[config.mk]
export PLATFORM = sky130hd
export DESIGN_NAME = addr_dec_pe_req_ot
export DESIGN_NICKNAME = d
export VERILOG_FILES = /design/src/rtl/addr_dec_pe_req_ot.sv
export SDC_FILE = /design/constraint.sdc
export NUM_CORES = 1
export LEC_CHECK = 0
export CORE_ASPECT_RATIO = 1.4
export CORE_MARGIN = 10
export CORE_UTILIZATION = 32
export CTS_CLUSTER_DIAMETER = 120
export DETAILED_ROUTE_END_ITERATION = 10
export PLACE_DENSITY = 0.89
export SLEW_MARGIN = 25
export SYNTH_ARGS = -nofsm -noshare
export SYNTH_HDL_FRONTEND = slang
export SYNTH_SLANG_ARGS = --single-unit
[constraint.sdc]
create_clock -name clk -period 4.65 [get_ports clk]
set_input_delay 1.1625 -clock clk [delete_from_list [all_inputs] [get_ports clk]]
set_output_delay 1.1625 -clock clk [all_outputs]
set_load 0.02 [all_outputs]
[src/rtl/addr_dec_pe_req_ot.sv]
// Per-PE request router: decodes the target from the address, limits outstanding
// requests, and stalls on a target change until every earlier response has returned.
module addr_dec_pe_req_ot #(
    parameter int          ID_WIDTH           = 17,
    parameter int          ID                 = 1,
    parameter int          N_SLAVE            = 16,
    parameter int          LOG_CLUSTER        = 5,
    parameter int          ADDR_WIDTH         = 32,
    parameter int          PE_ROUTING_LSB     = 16,
    parameter int          PE_ROUTING_MSB     = 19,
    parameter logic [11:0] PE_BASE            = 12'h100,
    parameter int          CLUSTER_ALIAS      = 0,
    parameter logic [11:0] CLUSTER_ALIAS_BASE = 12'h000,
    parameter int          MAX_OUTSTANDING    = 4
) (
    input  logic                                   clk,
    input  logic                                   rst_n,
    input  logic [LOG_CLUSTER-1:0]                 CLUSTER_ID,
    input  logic                                   data_req_i,
    input  logic [ADDR_WIDTH-1:0]                  data_add_i,
    output logic                                   data_gnt_o,
    input  logic                                   data_r_valid_i,
    input  logic [N_SLAVE-1:0]                     data_gnt_i,
    output logic [N_SLAVE-1:0]                     data_req_o,
    output logic [ID_WIDTH-1:0]                    data_ID_o,
    output logic [$clog2(MAX_OUTSTANDING+1)-1:0]   outstanding_o,
    output logic                                   resp_err_o
);

    localparam int TW = $clog2(N_SLAVE);
    localparam int CW = $clog2(MAX_OUTSTANDING + 1);
    localparam int FW = PE_ROUTING_MSB - PE_ROUTING_LSB + 1;
    localparam logic [TW-1:0] DEFAULT_TGT = TW'(N_SLAVE - 1);

    logic [CW-1:0]  r_cnt;
    logic [TW-1:0]  r_last_tgt;
    logic           r_resp_err;

    logic [11:0]    w_pe_start;
    logic [11:0]    w_top;
    logic [FW-1:0]  w_field;
    logic           w_in_win;
    logic           w_field_ok;
    logic [TW-1:0]  w_tgt;
    logic           w_stall;
    logic           w_accept;
    logic           w_unused;

    assign w_pe_start = PE_BASE + 12'({CLUSTER_ID, 2'b00}) + 12'd2;
    assign w_top      = data_add_i[31:20];
    assign w_field    = data_add_i[PE_ROUTING_MSB:PE_ROUTING_LSB];
    assign w_in_win   = (w_top == w_pe_start) ||
                        ((CLUSTER_ALIAS != 0) && (w_top == CLUSTER_ALIAS_BASE + 12'd2));
    assign w_field_ok = 32'(w_field) < 32'(N_SLAVE - 1);
    assign w_tgt      = (w_in_win && w_field_ok) ? TW'(w_field) : DEFAULT_TGT;
    assign w_unused   = ^data_add_i;

    // A target change waits for the count to drain so responses stay in order.
    assign w_stall  = (r_cnt == CW'(MAX_OUTSTANDING)) ||
                      ((r_cnt != '0) && (w_tgt != r_last_tgt));
    assign w_accept = data_req_i && !w_stall && data_gnt_i[w_tgt];

    always_comb begin
        data_req_o = '0;
        data_gnt_o = 1'b0;
        if (!w_stall) begin
            data_req_o[w_tgt] = data_req_i;
            data_gnt_o        = data_gnt_i[w_tgt];
        end
    end

    always_ff @(posedge clk) begin
        if (!rst_n) begin
            r_cnt      <= '0;
            r_last_tgt <= DEFAULT_TGT;
            r_resp_err <= 1'b0;
        end else begin
            if (w_accept)
                r_last_tgt <= w_tgt;
            if (w_accept && !data_r_valid_i) begin
                r_cnt <= r_cnt + CW'(1);
            end else if (!w_accept && data_r_valid_i) begin
                if (r_cnt != '0)
                    r_cnt <= r_cnt - CW'(1);
                else
                    r_resp_err <= 1'b1;
            end
        end
    end

    assign data_ID_o     = ID_WIDTH'(ID);
    assign outstanding_o = r_cnt;
    assign resp_err_o    = r_resp_err;

endmodule
; ---- Word level (Yosys, flattened, before mapping)
; Cells that the tools add are included.
[word_totals]
regBits = 8
inputBits = 57
out_inout_bits = 38
elab_cells = 42
[op_classes]
add_sub_neg = 4
n_lt_le_gt_ge = 3
n_eq_ne = 3
muxes = 10
bitwise_logic = 3
n_reduce_logical = 16
[ops]
columns = op, n
row1 = $and A16 B16 Y16, 1
row2 = $mux W16, 1
row3 = $eq A12 B11 Y1, 1
row4 = $add A10 B2 Y11 const B, 1
row5 = $add A9 B7 Y10 const A, 1
row6 = $mux W3, 3
row7 = $logic_and A1 B1 Y1, 7
row8 = $lt A4 B5 Y1 const B, 1
row9 = $bmux W1 S4, 1
row10 = $demux W1 S4, 1
row11 = $ge A4 B1 Y1 const B, 1
row12 = $lt A4 B4 Y1 const B, 1
row13 = $mux W4, 1
row14 = $ne A4 B4 Y1, 1
row15 = $reduce_bool A2 Y1, 2
row16 = $add A3 B1 Y3 const B, 1
row17 = $eq A3 B3 Y1 const B, 1
row18 = $logic_not A1 Y1, 3
row19 = $mux W1, 3
row20 = $reduce_and A3 Y1, 1
row21 = $reduce_bool A3 Y1, 1
row22 = $sub A3 B1 Y3 const B, 1
row23 = $not A1 Y1, 2
row24 = $reduce_and A2 Y1, 1
row25 = $logic_or A1 B1 Y1, 1

; ---- Depth between registers and ports, before layout
[logic_depth]
depth_word = 15
ltp_mapped = 17
mapped_depth_nobuf = 14

; ---- Least setup slack after synthesis
; No wires, ideal clock.
[synth_path]
path_type = in2out
startpoint = in data_add_i[18]
endpoint = out data_req_o[1]
t_arrival_ns = 3.299
t_required_ns = 3.488
path_slack_ns = 0.188
stages = 10
n_path_buf = 3
cell_sequence = buf_2 and4_4 or4_1 buf_2 nor3_1 o31a_1 and4_4 buf_6 nand4_2 nor2_1
[synth_via]
elab_chain_len = 9
elab_cells_between_ends = 13
cone_classes = order compare: 3 / eq/ne: 1 / mux: 4 / bitwise: 1 / reduce/logical: 4
[synth_lines]
columns = item, line
row1 = from (decl), 20  ; input logic [ADDR_WIDTH-1:0] data_add_i,
row2 = $lt A4 B4 Y1, 54  ; assign w_field_ok = 32'(w_field) < 32'(N_SLAVE - 1);
row3 = $logic_and A1 B1 Y1, 55  ; assign w_tgt = (w_in_win && w_field_ok) ? TW'(w_field) : DEFAULT_TGT;
row4 = $mux W4 *, 55
row5 = $lt A4 B5 Y1 (implied by the code) or $ge A4 B1 Y1 (tied branches), 67  ; data_req_o[w_tgt] = data_req_i;
row6 = $logic_and A1 B1 Y1 (implied by the code), 67
row7 = $mux W1 (implied by the code), 67
row8 = $demux W1 S4, 67
row9 = $and A16 B16 Y16 (no line), --
row10 = $mux W16 *, 66  ; if (!w_stall) begin
row11 = to (decl), 24  ; output logic [N_SLAVE-1:0] data_req_o,
; Mark *: on every way between the ends. The rest lies on a longest branch, timed or not.

; ---- Worst setup path after layout
[layout_path]
startpoint = in data_add_i[19]
endpoint = out data_req_o[9]
; Same word-level chain as after synthesis.

==> results.sh <==
export IMPL_period_minus_slack_ns=4.57
export IMPL_via_per_inst=5.15
export IMPL_io_buffers=61
export IMPL_fill_cells=279
export IMPL_hold_path_class="flip-flop to flip-flop"
export IMPL_yosysWarnings=0
export IMPL_gp_congestion=0.801
export IMPL_clk_latency_ns=0.22
export IMPL_r2r_slack_ns=1.66
export IMPL_grt_pass1_wl_um=6220
export IMPL_cp_required_ns=3.49
export IMPL_crit_type="input port to output port"
export IMPL_wl_um=4300
export IMPL_die_x_um=69.2
export IMPL_cp_common_cell="and4_4"
export IMPL_r2r_start="r_last_tgt[2]"
export IMPL_max_cap_viol_count=0
export IMPL_grt_max_degree=12
export IMPL_die_area_um2=6140
export IMPL_first_iter_violations=32
export IMPL_nNetsFinal=283
export IMPL_yosysTopAreaCell="dfxtp_1"
export IMPL_vias=1338
export IMPL_fin_area_um2=1880
export IMPL_synthCells=145
export IMPL_coreArea_um2=3180
export IMPL_cp_cell_sequence="clkdlybuf4s50_1 -> and4_4 -> nor4_1 -> a21boi_0 -> o21ai_0 -> and4_4 -> nand4_4 -> nor2_2 -> buf_4"
export IMPL_layout_common_cells="clkdlybuf4s50_1, buf_4, conb_1, nor2_1, dlymetal6s2s_1"
export IMPL_synth_seq_cells=8
export IMPL_p_per_area_nw_per_um2=231
export IMPL_hold_violations=0
export IMPL_clockBufferDepth=2
export IMPL_grt_pass1_vias=1373
export IMPL_cts_root_buf="clkbuf_8"
export IMPL_crit_path_start_kind="input port"
export IMPL_synth_edff_count=0
export IMPL_io_pins=95
export IMPL_irDropWorstVdd_mv=0.197
export IMPL_grt_usage=0.118
export IMPL_power_leakage_uw=0.000874
export IMPL_async_reset_ff_frac=0
export IMPL_syn_mean_instance_area_um2=7.46
export IMPL_crit_path_max_incr_delay_ns=0.43
export IMPL_fp_row_count=24
export IMPL_htreeDepth=1
export IMPL_dr_pass1_iters=4
export IMPL_synthTopCellsByArea="dfxtp_1, buf_4, nor2_1"
export IMPL_cts_tree="done"
export IMPL_post_dp_hpwl_um=3220
export IMPL_antenna_found_initial=0
export IMPL_timing_final_crit_share=0.984
export IMPL_status="completed"
export IMPL_clk_pin_slew_ns=0.04
export IMPL_arrival_ns=3.41
export IMPL_cts_hold_buffers=0
export IMPL_worstSetupEndpointType="output port"
export IMPL_cts_buffers=3
export IMPL_synth_top_area_frac=0.148
export IMPL_ant_nets=0
export IMPL_min_delay_start="resp_err_o"
export IMPL_cts_num_sinks=8
export IMPL_drc_errors=0
export IMPL_yosysSeqAreaShare=0.148
export IMPL_areaGrowthSynthToFinish_pct=74.1
export IMPL_final_common_cell="clkdlybuf4s50_1"
export IMPL_ys_flop_type="dfxtp_1"
export IMPL_drive_gt1_frac=0.276
export IMPL_startpoint="data_add_i[19]"
export IMPL_skew_ns=0.00132
export IMPL_placed_cell_area_um2=1730
export IMPL_antenna_cells=0
export IMPL_maxClockFrequency_mhz=219
export IMPL_gr_total_overflow=0
export IMPL_crit_path_max_fanout=7
export IMPL_wl_per_cell_um=16.5
export IMPL_power_uw=435
export IMPL_setup_violations=0
export IMPL_ys_types=41
export IMPL_cp_slowest_cell="nor4_1"
export IMPL_netlist_area_um2=1080
export IMPL_slew_violations=0
export IMPL_start_util=0.340
export IMPL_die_h_um=88.8
-- cell usage after synthesis, types with 2 or more instances --
cell	number
nor3_1	3
nand3_2	2
o31a_1	2
o21ai_1	5
a21boi_0	2
or3_1	2
nand3b_1	2
buf_6	2
nor4_1	5
conb_1	2
mux4_2	3
nand4_1	2
and2_1	3
o21ai_0	3
dfxtp_1	8
nor2_1	20
a21oi_1	10
buf_4	17
inv_1	5
buf_2	3
and4_4	2
ha_1	2
xnor2_1	2
xor2_1	6
nor2b_1	3
and4_1	3
and3_1	3
nand2_1	10
-- area by class of cell --
type	instances	area, um2	area share
multi-input combinational	124	873	0.463
timing repair buffer	81	742	0.394
sequential	8	160	0.0850
tap	39	48.8	0.0259
clock buffer	3	41.3	0.0219
inverter	5	18.8	0.00996
-- timing repair --
item | 4_1_cts | 5_1_grt
endpoints found under the setup margin | 17 | 17
setup buffers | 0 | 6
pin swaps | 1 | 8
gates cloned | 0 | 0
gates resized for setup | 70 | 36
-- state kept, by name (all words and copies together), names as in the netlist --
name and count:
r_last_tgt 4, resp_err_o 1, outstanding_o 3
-- worst max-delay path: cells and delay by family --
family	cells	cell delay, ns
and+or+nand+nor	5	1.23
AOI/OAI and AO/OA	2	0.43
buffers and inverters	2	0.57
-- path summary, 6_finish.rpt --
check | endpoint | depth (start not counted)
max | data_req_o[9] | 9
min | resp_err_o | 2
max reg2reg | outstanding_o[2] | 15
min reg2reg | resp_err_o | 2
-- stage by stage --
step,TNS [ns],hold slack [ns],std cells,util,setup WS [ns]
final,0,0.496,260,0.592,0.0756
after global routing,-2.48,0.508,260,0.592,-0.187
after CTS,-0.0426,0.497,254,0.537,-0.0140
after detailed placement,-8.39,0.484,251,0.545,-0.566
after global placement,-7.99,0.473,251,0.545,-0.528
after floorplan,0,0.493,160,-,0.188
-- kinds of logic after synthesis --
logic type	count (synthesis)	synth area share
AOI/OAI and AO/OA	28	0.160
other	2	0.00694
xor gates and xnor gates	8	0.0647
and+or+nand+nor	64	0.333
DFF	8	0.148
adders and majority gates	3	0.0416
muxes	4	0.0728
buffers and inverters	28	0.173
-- where the power goes --
group | leakage [uW] | switching [uW] | internal (uW)
logic | 0.000787 | 133 | 123
registers | 0.0000652 | 15.8 | 82.5
clock network | 0.0000216 | 25.7 | 55.9
-- routing by layer --
| metal | share of wire | GRT usage | up-vias |
|---|---|---|---|
| li1 | - | - | 634 |
| met1 | 0.33 | 0.109 | 620 |
| met2 | 0.56 | 0.235 | 74 |
| met3 | 0.079 | 0.0404 | 10 |
| met4 | 0.028 | 0.0385 | 0 |
| met5 | 0 | 0 | - |
Power figures use the tool's default switching activity.
